[config.mk]
export PLATFORM = sky130hd
export DESIGN_NAME = ddfs_sweep_ctrl
export DESIGN_NICKNAME = d
export VERILOG_FILES = /design/src/rtl/ddfs_sweep_ctrl.sv
export SDC_FILE = /design/constraint.sdc
export NUM_CORES = 1
export LEC_CHECK = 0
export CAP_MARGIN = 20
export CORE_ASPECT_RATIO = 0.7
export CORE_MARGIN = 3
export CORE_UTILIZATION = 25
export CTS_BUF_LIST = sky130_fd_sc_hd__clkbuf_4
export DETAILED_ROUTE_END_ITERATION = 12
export GPL_ROUTABILITY_DRIVEN = 0
export PLACE_DENSITY_LB_ADDON = 0.08
export SLEW_MARGIN = 0
export SYNTH_ARGS = -nofsm -noshare
export SYNTH_HDL_FRONTEND = slang
export SYNTH_SLANG_ARGS = --single-unit
[constraint.sdc]
create_clock -name clk -period 4.7 [get_ports clk]
set_input_delay 0.47 -clock clk [delete_from_list [all_inputs] [get_ports clk]]
set_output_delay 0.47 -clock clk [all_outputs]
set_load 0.01 [all_outputs]
[src/rtl/ddfs_sweep_ctrl.sv]
// Frequency-word sequencer for the ddfs phase accumulator: single, repeating and
// triangle sweeps between f_start and f_stop with a programmable dwell per word.
module ddfs_sweep_ctrl #(
  parameter int FW = 23,
  parameter int DW = 16
) (
  input  logic          clk,
  input  logic          rst_n,
  input  logic          start,
  input  logic          abort,
  input  logic [1:0]    mode,
  input  logic [FW-1:0] f_start,
  input  logic [FW-1:0] f_stop,
  input  logic [FW-1:0] f_step,
  input  logic [DW-1:0] dwell,
  output logic [FW-1:0] fcontrol,
  output logic          fstrobe,
  output logic          busy,
  output logic          done
);

  typedef enum logic {IDLE, DWELL} state_t;

  state_t        state_reg;
  logic [DW-1:0] cnt_reg;
  logic [DW-1:0] dwell_reg;
  logic [FW-1:0] start_reg;
  logic [FW-1:0] stop_reg;
  logic [FW-1:0] step_reg;
  logic [FW-1:0] tgt_reg;
  logic [1:0]    mode_reg;
  logic          up_reg;

  logic [FW:0]   sum;
  logic [FW:0]   diff;
  logic [FW-1:0] flip_tgt;
  logic [FW-1:0] fwd_word;
  logic [FW-1:0] flip_word;

  // One extra bit catches overflow past 2^FW-1 and the borrow below 0.
  function automatic logic [FW-1:0] clamp_step(input logic up, input logic [FW-1:0] tgt,
                                              input logic [FW:0] s, input logic [FW:0] d);
    if (up)
      return (s > {1'b0, tgt}) ? tgt : s[FW-1:0];
    else
      return (d[FW] || (d[FW-1:0] < tgt)) ? tgt : d[FW-1:0];
  endfunction

  assign sum       = {1'b0, fcontrol} + {1'b0, step_reg};
  assign diff      = {1'b0, fcontrol} - {1'b0, step_reg};
  assign flip_tgt  = (tgt_reg == stop_reg) ? start_reg : stop_reg;
  assign fwd_word  = clamp_step(up_reg, tgt_reg, sum, diff);
  assign flip_word = clamp_step(~up_reg, flip_tgt, sum, diff);

  always_ff @(posedge clk or negedge rst_n) begin
    if (!rst_n) begin
      state_reg <= IDLE;
      cnt_reg   <= '0;
      dwell_reg <= '0;
      start_reg <= '0;
      stop_reg  <= '0;
      step_reg  <= '0;
      tgt_reg   <= '0;
      mode_reg  <= '0;
      up_reg    <= 1'b1;
      fcontrol  <= '0;
      fstrobe   <= 1'b0;
      busy      <= 1'b0;
      done      <= 1'b0;
    end else begin
      fstrobe <= 1'b0;
      done    <= 1'b0;
      if (abort) begin
        state_reg <= IDLE;
        busy      <= 1'b0;
      end else begin
        case (state_reg)
          IDLE: begin
            if (start) begin
              start_reg <= f_start;
              stop_reg  <= f_stop;
              step_reg  <= f_step;
              dwell_reg <= dwell;
              mode_reg  <= mode;
              tgt_reg   <= f_stop;
              up_reg    <= (f_stop >= f_start);
              fcontrol  <= f_start;
              fstrobe   <= 1'b1;
              busy      <= 1'b1;
              cnt_reg   <= dwell;
              state_reg <= DWELL;
            end
          end
          DWELL: begin
            if (cnt_reg != '0) begin
              cnt_reg <= cnt_reg - 1'b1;
            end else begin
              cnt_reg <= dwell_reg;
              if (fcontrol == tgt_reg) begin
                case (mode_reg)
                  2'b01: begin
                    fcontrol <= start_reg;
                    fstrobe  <= 1'b1;
                  end
                  2'b10: begin
                    up_reg   <= ~up_reg;
                    tgt_reg  <= flip_tgt;
                    fcontrol <= flip_word;
                    fstrobe  <= 1'b1;
                  end
                  default: begin
                    state_reg <= IDLE;
                    busy      <= 1'b0;
                    done      <= 1'b1;
                  end
                endcase
              end else if (step_reg != '0) begin
                // A zero step never reaches a distinct target: hold the tone silently.
                fcontrol <= fwd_word;
                fstrobe  <= 1'b1;
              end
            end
          end
          default: state_reg <= IDLE;
        endcase
      end
    end
  end

endmodule

==> results of run 1 <==
## cell usage after synthesis, types with 4 or more instances
| library cell | n |
|---|---|
| nor2b_1 | 15 |
| o2111ai_1 | 4 |
| nand4_1 | 21 |
| a31o_2 | 5 |
| o21a_1 | 9 |
| and2_1 | 4 |
| nor4_1 | 27 |
| nor2_1 | 100 |
| o211ai_1 | 27 |
| o21ai_0 | 141 |
| a31oi_1 | 18 |
| buf_4 | 10 |
| nor3_1 | 26 |
| mux2i_1 | 45 |
| dfrtp_1 | 153 |
| nand3_1 | 36 |
| inv_1 | 116 |
| ha_1 | 162 |
| a221oi_1 | 29 |
| a211oi_1 | 14 |
| a21o_1 | 33 |
| o221a_2 | 4 |
| a311oi_1 | 5 |
| xnor2_1 | 44 |
| and3_1 | 5 |
| buf_1 | 4 |
| xor2_1 | 52 |
| o221ai_1 | 4 |
| nand2_1 | 170 |
| or3_1 | 6 |
| a21oi_1 | 104 |
| o21bai_1 | 5 |
| clkbuf_1 | 50 |
| mux2_2 | 68 |
| a211o_1 | 6 |
| o31ai_1 | 11 |
| o22ai_1 | 4 |
| buf_2 | 21 |
| a2111oi_0 | 7 |
| nand2b_1 | 10 |
## metal layers
| metal | GRT usage (%) | vias up |
|---|---|---|
| li1 | - | 6948 |
| met1 | 32.4 | 7169 |
| met2 | 32.4 | 360 |
| met3 | 3.01 | 60 |
| met4 | 4.95 | 0 |
| met5 | 0 | - |
## power by group
group	leakage, nW	internal, mW	total (mW)	switching [mW]
combinational	7.19	6.63	13.5	6.88
clock	0.127	0.276	0.880	0.605
sequential	1.84	1.61	1.92	0.303
## cell families after synthesis
kind of cell / Yosys count / synth area share (%)
AOI/OAI and AO/OA: 465 / 21.7
xor gates and xnor gates: 96 / 6.03
adders and majority gates: 164 / 14.8
buffers and inverters: 206 / 6.16
DFF: 154 / 27.6
muxes: 113 / 8.72
and+or+nand+nor: 443 / 14.9
## area by class of cell
| cell class | instances | area [µm²] | share of cell area, % |
|---|---|---|---|
| clock buffers | 20 | 150 | 0.729 |
| inverters | 118 | 443 | 2.15 |
| diodes | 4 | 10.0 | 0.0486 |
| multi-input cells | 1281 | 10300 | 49.9 |
| repair buffers | 570 | 4850 | 23.5 |
| clock inverters | 11 | 98.8 | 0.480 |
| flip-flops and latches | 154 | 3860 | 18.8 |
| well taps | 730 | 913 | 4.44 |
## path summary, 6_finish.rpt
kind                                           from                  endpoint  cells after the start
setup reg to reg            fcontrol[0]$_DFFE_PN0P_   fcontrol[0]$_DFFE_PN0P_                     24
hold reg to reg            dwell_reg[2]$_DFFE_PN0P_  dwell_reg[2]$_DFFE_PN0P_                      1
max in group asynchronous                     rst_n       state_reg$_DFF_PN0_                      3
hold / removal                           f_step[22]  step_reg[22]$_DFFE_PN0P_                      3
setup / recovery            fcontrol[0]$_DFFE_PN0P_   fcontrol[0]$_DFFE_PN0P_                     24
min in group asynchronous                     rst_n   step_reg[1]$_DFFE_PN0P_                      2
## stage by stage
step	hold WS [ns]	instance area, µm²	power, mW
2_1_floorplan	0.174	13900	7.14
3_3_place_gp	0.491	18400	12.1
3_5_place_dp	0.496	18400	12.1
4_1_cts	0.252	19800	15.0
5_1_grt	0.237	20600	17.4
6_report	0.314	20600	16.3
## worst register-to-register path, cell delays in order (launching register included)
cell and delay (ns):
dfrtp_1 0.43, inv_1 0.07, ha_2 0.18, inv_2 0.04
fa_2 0.36, a211oi_2 0.18, buf_4 0.14, o211ai_1 0.17
a311o_1 0.39, buf_6 0.15, nand2_4 0.07, buf_6 0.11
o31ai_4 0.06, xnor2_2 0.15, ha_1 0.29, and2_4 0.16
a221o_1 0.33, a221oi_2 0.35, o211a_4 0.24, nor2_4 0.06
nor2_4 0.29, buf_8 0.19, mux2i_1 0.19, o22ai_1 0.11
o31ai_2 0.28
## timing repair
action,CTS,global route
hold buffers,1,0
endpoints found under the setup margin,23,23
buffers inserted,54,37
endpoints found under the hold margin,76,0
resized for setup,149,94
pin swaps,96,78
gates cloned,3,1
==> out/metrics.csv, run 1 <==
metric,value,unit
yosys.area.top_type_share,27.5,%
clk_pin_slew,0.15,ns
syn_to_final_growth,47.7,%
cp_cell_sequence,inv_1 -> ha_2 -> inv_2 -> fa_2 -> a211oi_2 -> buf_4 -> o211ai_1 -> a311o_1 -> buf_6 -> nand2_4 -> buf_6 -> o31ai_4 -> xnor2_2 -> ha_1 -> and2_4 -> a221o_1 -> a221oi_2 -> o211a_4 -> nor2_4 -> nor2_4 -> buf_8 -> mux2i_1 -> o22ai_1 -> o31ai_2,
min_period,5.07,ns
hpwlAfterDp,49.1,mm
antenna_found_initial,3,
ios,117,
cts.sink_count,154,
worstSkewPairLatency,0.70,ns
cp_max_fo,5,
num_rows,71,
synth-async-reset-ratio,100,%
cts_max_level,4,
grt_max_degree,79,
worstPathArrival,5.67,ns
fin_nets,2397,
grt_util_all_layers,21.6,%
cts_root_buffer,clkbuf_4,
start_util,25.6,%
clock_skew,0.0309,ns
maxCapViolCount,0,
crit_path_end_kind,register,
slew_viol_final,0,
wl_met3,2.73,mm
routed.top_layer,met4,
syn_inst,1641,
num_vias,14537,
dieWidth,288,µm
drt_iter0_drc,1099,
ys_ff_latch,154,
grt_pass1_vias,14507,
slew_headroom,39.8,%
crit_slowest_cell,dfrtp_1,
hold_path.class,in2reg,
core,54500,µm²
finalHoldViolCount,0,
wirelength,64.1,mm
outcome,"finished, violations left",
rrSetupSlack,-0.37,ns
final_core_util,37.8,%
power_density,792,nW/µm²
netlist_area,13900,µm²
fillers,5637,
syn_nets,1896,
final_common_cell,buf_4,
synth.distinct_cells,80,
synthTopCellsByArea,"dfrtp_1 (27%), ha_1 (15%), mux2_2 (5.5%)",
slowest_delay,0.43,ns
placed_cells,2769,
synth-main-ff-cell,dfrtp_1,
vias_per_cell,5.03,
first_pass_iters,7,
worstMarginPinSlew,0.903,ns
violations,setup timing,
wl_per_cell,22.2,µm
finalSetupViolations,23,
crit_buf_inv,6,
clock_path_buffers,2,
io_buffers,116,
drtAntennaViolNets,0,
syn_avg_cell_area,8.50,µm²
cts_buffers,17,
vdd_ir_drop_max,0.413,mV
synth-seq-area-share,27.6,%
synth.largest_area_cell,dfrtp_1,
instances_no_fill,2888,
fin_tns_setup,-5.84,ns
route.met2.wl,27.8,mm
die_y,204,µm
fmax,0.197,GHz
synth_edf_count,0,
dp_worst_setup_slack,-1.04,ns
cp_top_family,compound AO/OA/AOI/OAI gates,
fin_ws,-0.375,ns
grt_pass1_wl,93.7,mm
ys_warn_count,0,
cp.required,5.30,ns
die_area,58700,µm²
drive_above_1_share,33.4,%
layout_common_cells,"buf_4 (414), nand2_1 (155), dfrtp_1 (148), ha_1 (147), o21ai_0 (128)",
critPathKind,reg2reg,
drc,0,
leakagePower,9.16,nW
wl_met1,32.5,mm
cp-start-kind,register,
globalRouteOverflowTotal,0,
rsz0062_at_grt,true,
fin_crit_sh,108,%
tritoncts,yes,
(Power assumes the default switching activity.)
==> run 2, diff against run 1 <==
CORE_UTILIZATION = 40   (was 25)
==> run 2 against run 1 <==
  * The flow still finishes with violations (setup timing)
  * Sequential cell count did not move
  * Via count is 0.75% lower
  * Worst setup slack improved by 0.16 ns
  * Register-to-register slack better by 0.16 ns
  * Core utilization is 19 points higher
  * Design area fell by 6.9%
  * Largest cell class unchanged
==> out/metrics.csv, run 2 (same netlist as run 1, synthesis figures left out) <==
metric,value,unit
fin_nets,2296,
grt_util_all_layers,29.5,%
cp_max_fo,10,
grt_pass1_wl,83.7,mm
num_vias,14428,
drc,0,
hold_path.class,in2reg,
slew_viol_final,0,
cp_cell_sequence,inv_2 -> ha_4 -> buf_6 -> or4_1 -> nor2_1 -> buf_4 -> nor2_1 -> buf_4 -> o21bai_1 -> a21oi_2 -> xnor2_1 -> buf_4 -> buf_4 -> ha_1 -> nand4_1 -> nor2_2 -> o31ai_2 -> o2111a_1 -> o221a_4 -> nor2_4 -> buf_12 -> mux2i_2 -> o22ai_1 -> o31ai_2,
start_util,41.1,%
worstPathArrival,5.46,ns
holdWs,0.339,ns
leakagePower,8.55,nW
crit_slowest_cell,or4_1,
crit_top_cell,buf_4,
io_buffers,116,
clock_skew,0.0444,ns
slew_headroom,37.5,%
clock_path_buffers,2,
first_pass_iters,6,
multi_input_area,10000,µm²
num_rows,56,
core,33900,µm²
final_common_cell,buf_4,
cp-start-kind,register,
cts_buffers,17,
ios,117,
vdd_ir_drop_max,0.453,mV
cts.sink_count,154,
min_period,4.92,ns
finalHoldViolCount,0,
fin_crit_sh,105,%
cp.required,5.24,ns
fmax,0.203,GHz
worstMarginPinSlew,0.938,ns
rsz0062_at_grt,true,
syn_to_final_growth,37.5,%
finalSetupViolations,23,
drtAntennaViolNets,0,
maxCapViolCount,0,
seq_area,3860,µm²
drive_above_1_share,28.9,%
grt_max_degree,84,
critPathKind,reg2reg,
cp_top_family,simple AND/OR/NAND/NOR gates,
dieWidth,229,µm
vias_per_cell,5.73,
crit_path_end_kind,register,
worstSkewPairLatency,0.66,ns
fin_ws,-0.219,ns
drt_iter0_drc,1551,
slowest_delay,0.51,ns
antenna_found_initial,2,
wirelength,55.9,mm
outcome,"finished, violations left",
die_y,162,µm
grt_pass1_vias,14047,
violations,setup timing,
cts_max_level,4,
fillers,3169,
globalRouteOverflowTotal,0,
tritoncts,yes,
p_total,14.8,mW
wl_per_cell,22.2,µm
crit_buf_inv,7,
dp_worst_setup_slack,-0.727,ns
layout_common_cells,"buf_4 (329), nand2_1 (165), dfrtp_1 (152), ha_1 (149), o21ai_0 (129)",
die_area,37200,µm²
hpwlAfterDp,42.8,mm
power_density,771,nW/µm²
cts_root_buffer,clkbuf_4,
clk_pin_slew,0.19,ns
-- run 2: cell count changes in the layout (fill, tap and decap cells not counted), sizes merged --
cell	previous run	this run
diode	4	1
clkinvlp	4	5
inv	119	122
clkbuf	21	18
buf	453	352
-- run 2: what timing repair did --
action / 4_1_cts / 5_1_grt
pin swaps: 80 / 58
endpoints found under the setup margin: 23 / 23
buffers inserted: 38 / 9
gates resized for setup: 111 / 62
endpoints found under the hold margin: 82 / 0
cloned: 1 / 1
hold buffers: 1 / 0
-- run 2: area by class of cell --
type | count | share of cell area (%)
tap | 464 | 3.03
antenna | 1 | 0.0131
timing repair buffer | 469 | 20.8
clock buffer | 17 | 0.666
clock inverter | 15 | 0.731
sequential | 154 | 20.1
inverter | 118 | 2.31
multi-input combinational | 1281 | 52.3
-- run 2: stage by stage --
stage / TNS [ns] / cells / instance area, µm² / util [%]
2_1_floorplan: 0 / 1641 / 13900 / -
3_3_place_gp: -10.61 / 2438 / 17600 / 52.0
3_5_place_dp: -10.54 / 2438 / 17600 / 52.0
4_1_cts: -2.23 / 2509 / 18800 / 55.3
5_1_grt: -6.60 / 2519 / 19200 / 56.5
6_report: -2.74 / 2519 / 19200 / 56.5
-- run 2: layer usage --
metal  vias to the layer above  wire length (µm)  track usage, %  part of all wire, %
met2                       655             23600            43.8                   42
met3                       114              4640            6.40                  8.3
met4                         0              1610            8.69                  2.9
met5                         -                 0               0                    0
met1                      6912             26000            42.9                   47
li1                       6747                 -               -                    -
-- run 2: worst reg2reg max path: cells and delay by family (launching register included) --
family / cells / cell delay (ns)
xor+xnor: 1 / 0.13
simple gates: 6 / 1.33
compound gates: 7 / 1.22
mux: 1 / 0.22
fa+ha+maj: 2 / 0.51
flops: 1 / 0.43
buf+inv: 7 / 0.98
-- run 2: report_power, final --
part	switching, mW	internal [mW]
Clock	0.606	0.271
Sequential	0.299	1.61
Combinational	6.30	5.69
-- run 2: path summary, 6_finish.rpt --
check | start | slack (ns) | cells after the start | end
min in group asynchronous | rst_n | 0.47 | 2 | fcontrol[3]$_DFFE_PN0P_
worst max register to register | step_reg[4]$_DFFE_PN0P_ | -0.22 | 24 | fcontrol[0]$_DFFE_PN0P_
worst min register to register | dwell_reg[1]$_DFFE_PN0P_ | 0.53 | 1 | dwell_reg[1]$_DFFE_PN0P_
worst max-delay path | step_reg[4]$_DFFE_PN0P_ | -0.22 | 24 | fcontrol[0]$_DFFE_PN0P_
max in group asynchronous | rst_n | 3.23 | 3 | up_reg$_DFFE_PN1P_
worst min-delay path | f_step[21] | 0.34 | 3 | step_reg[21]$_DFFE_PN0P_
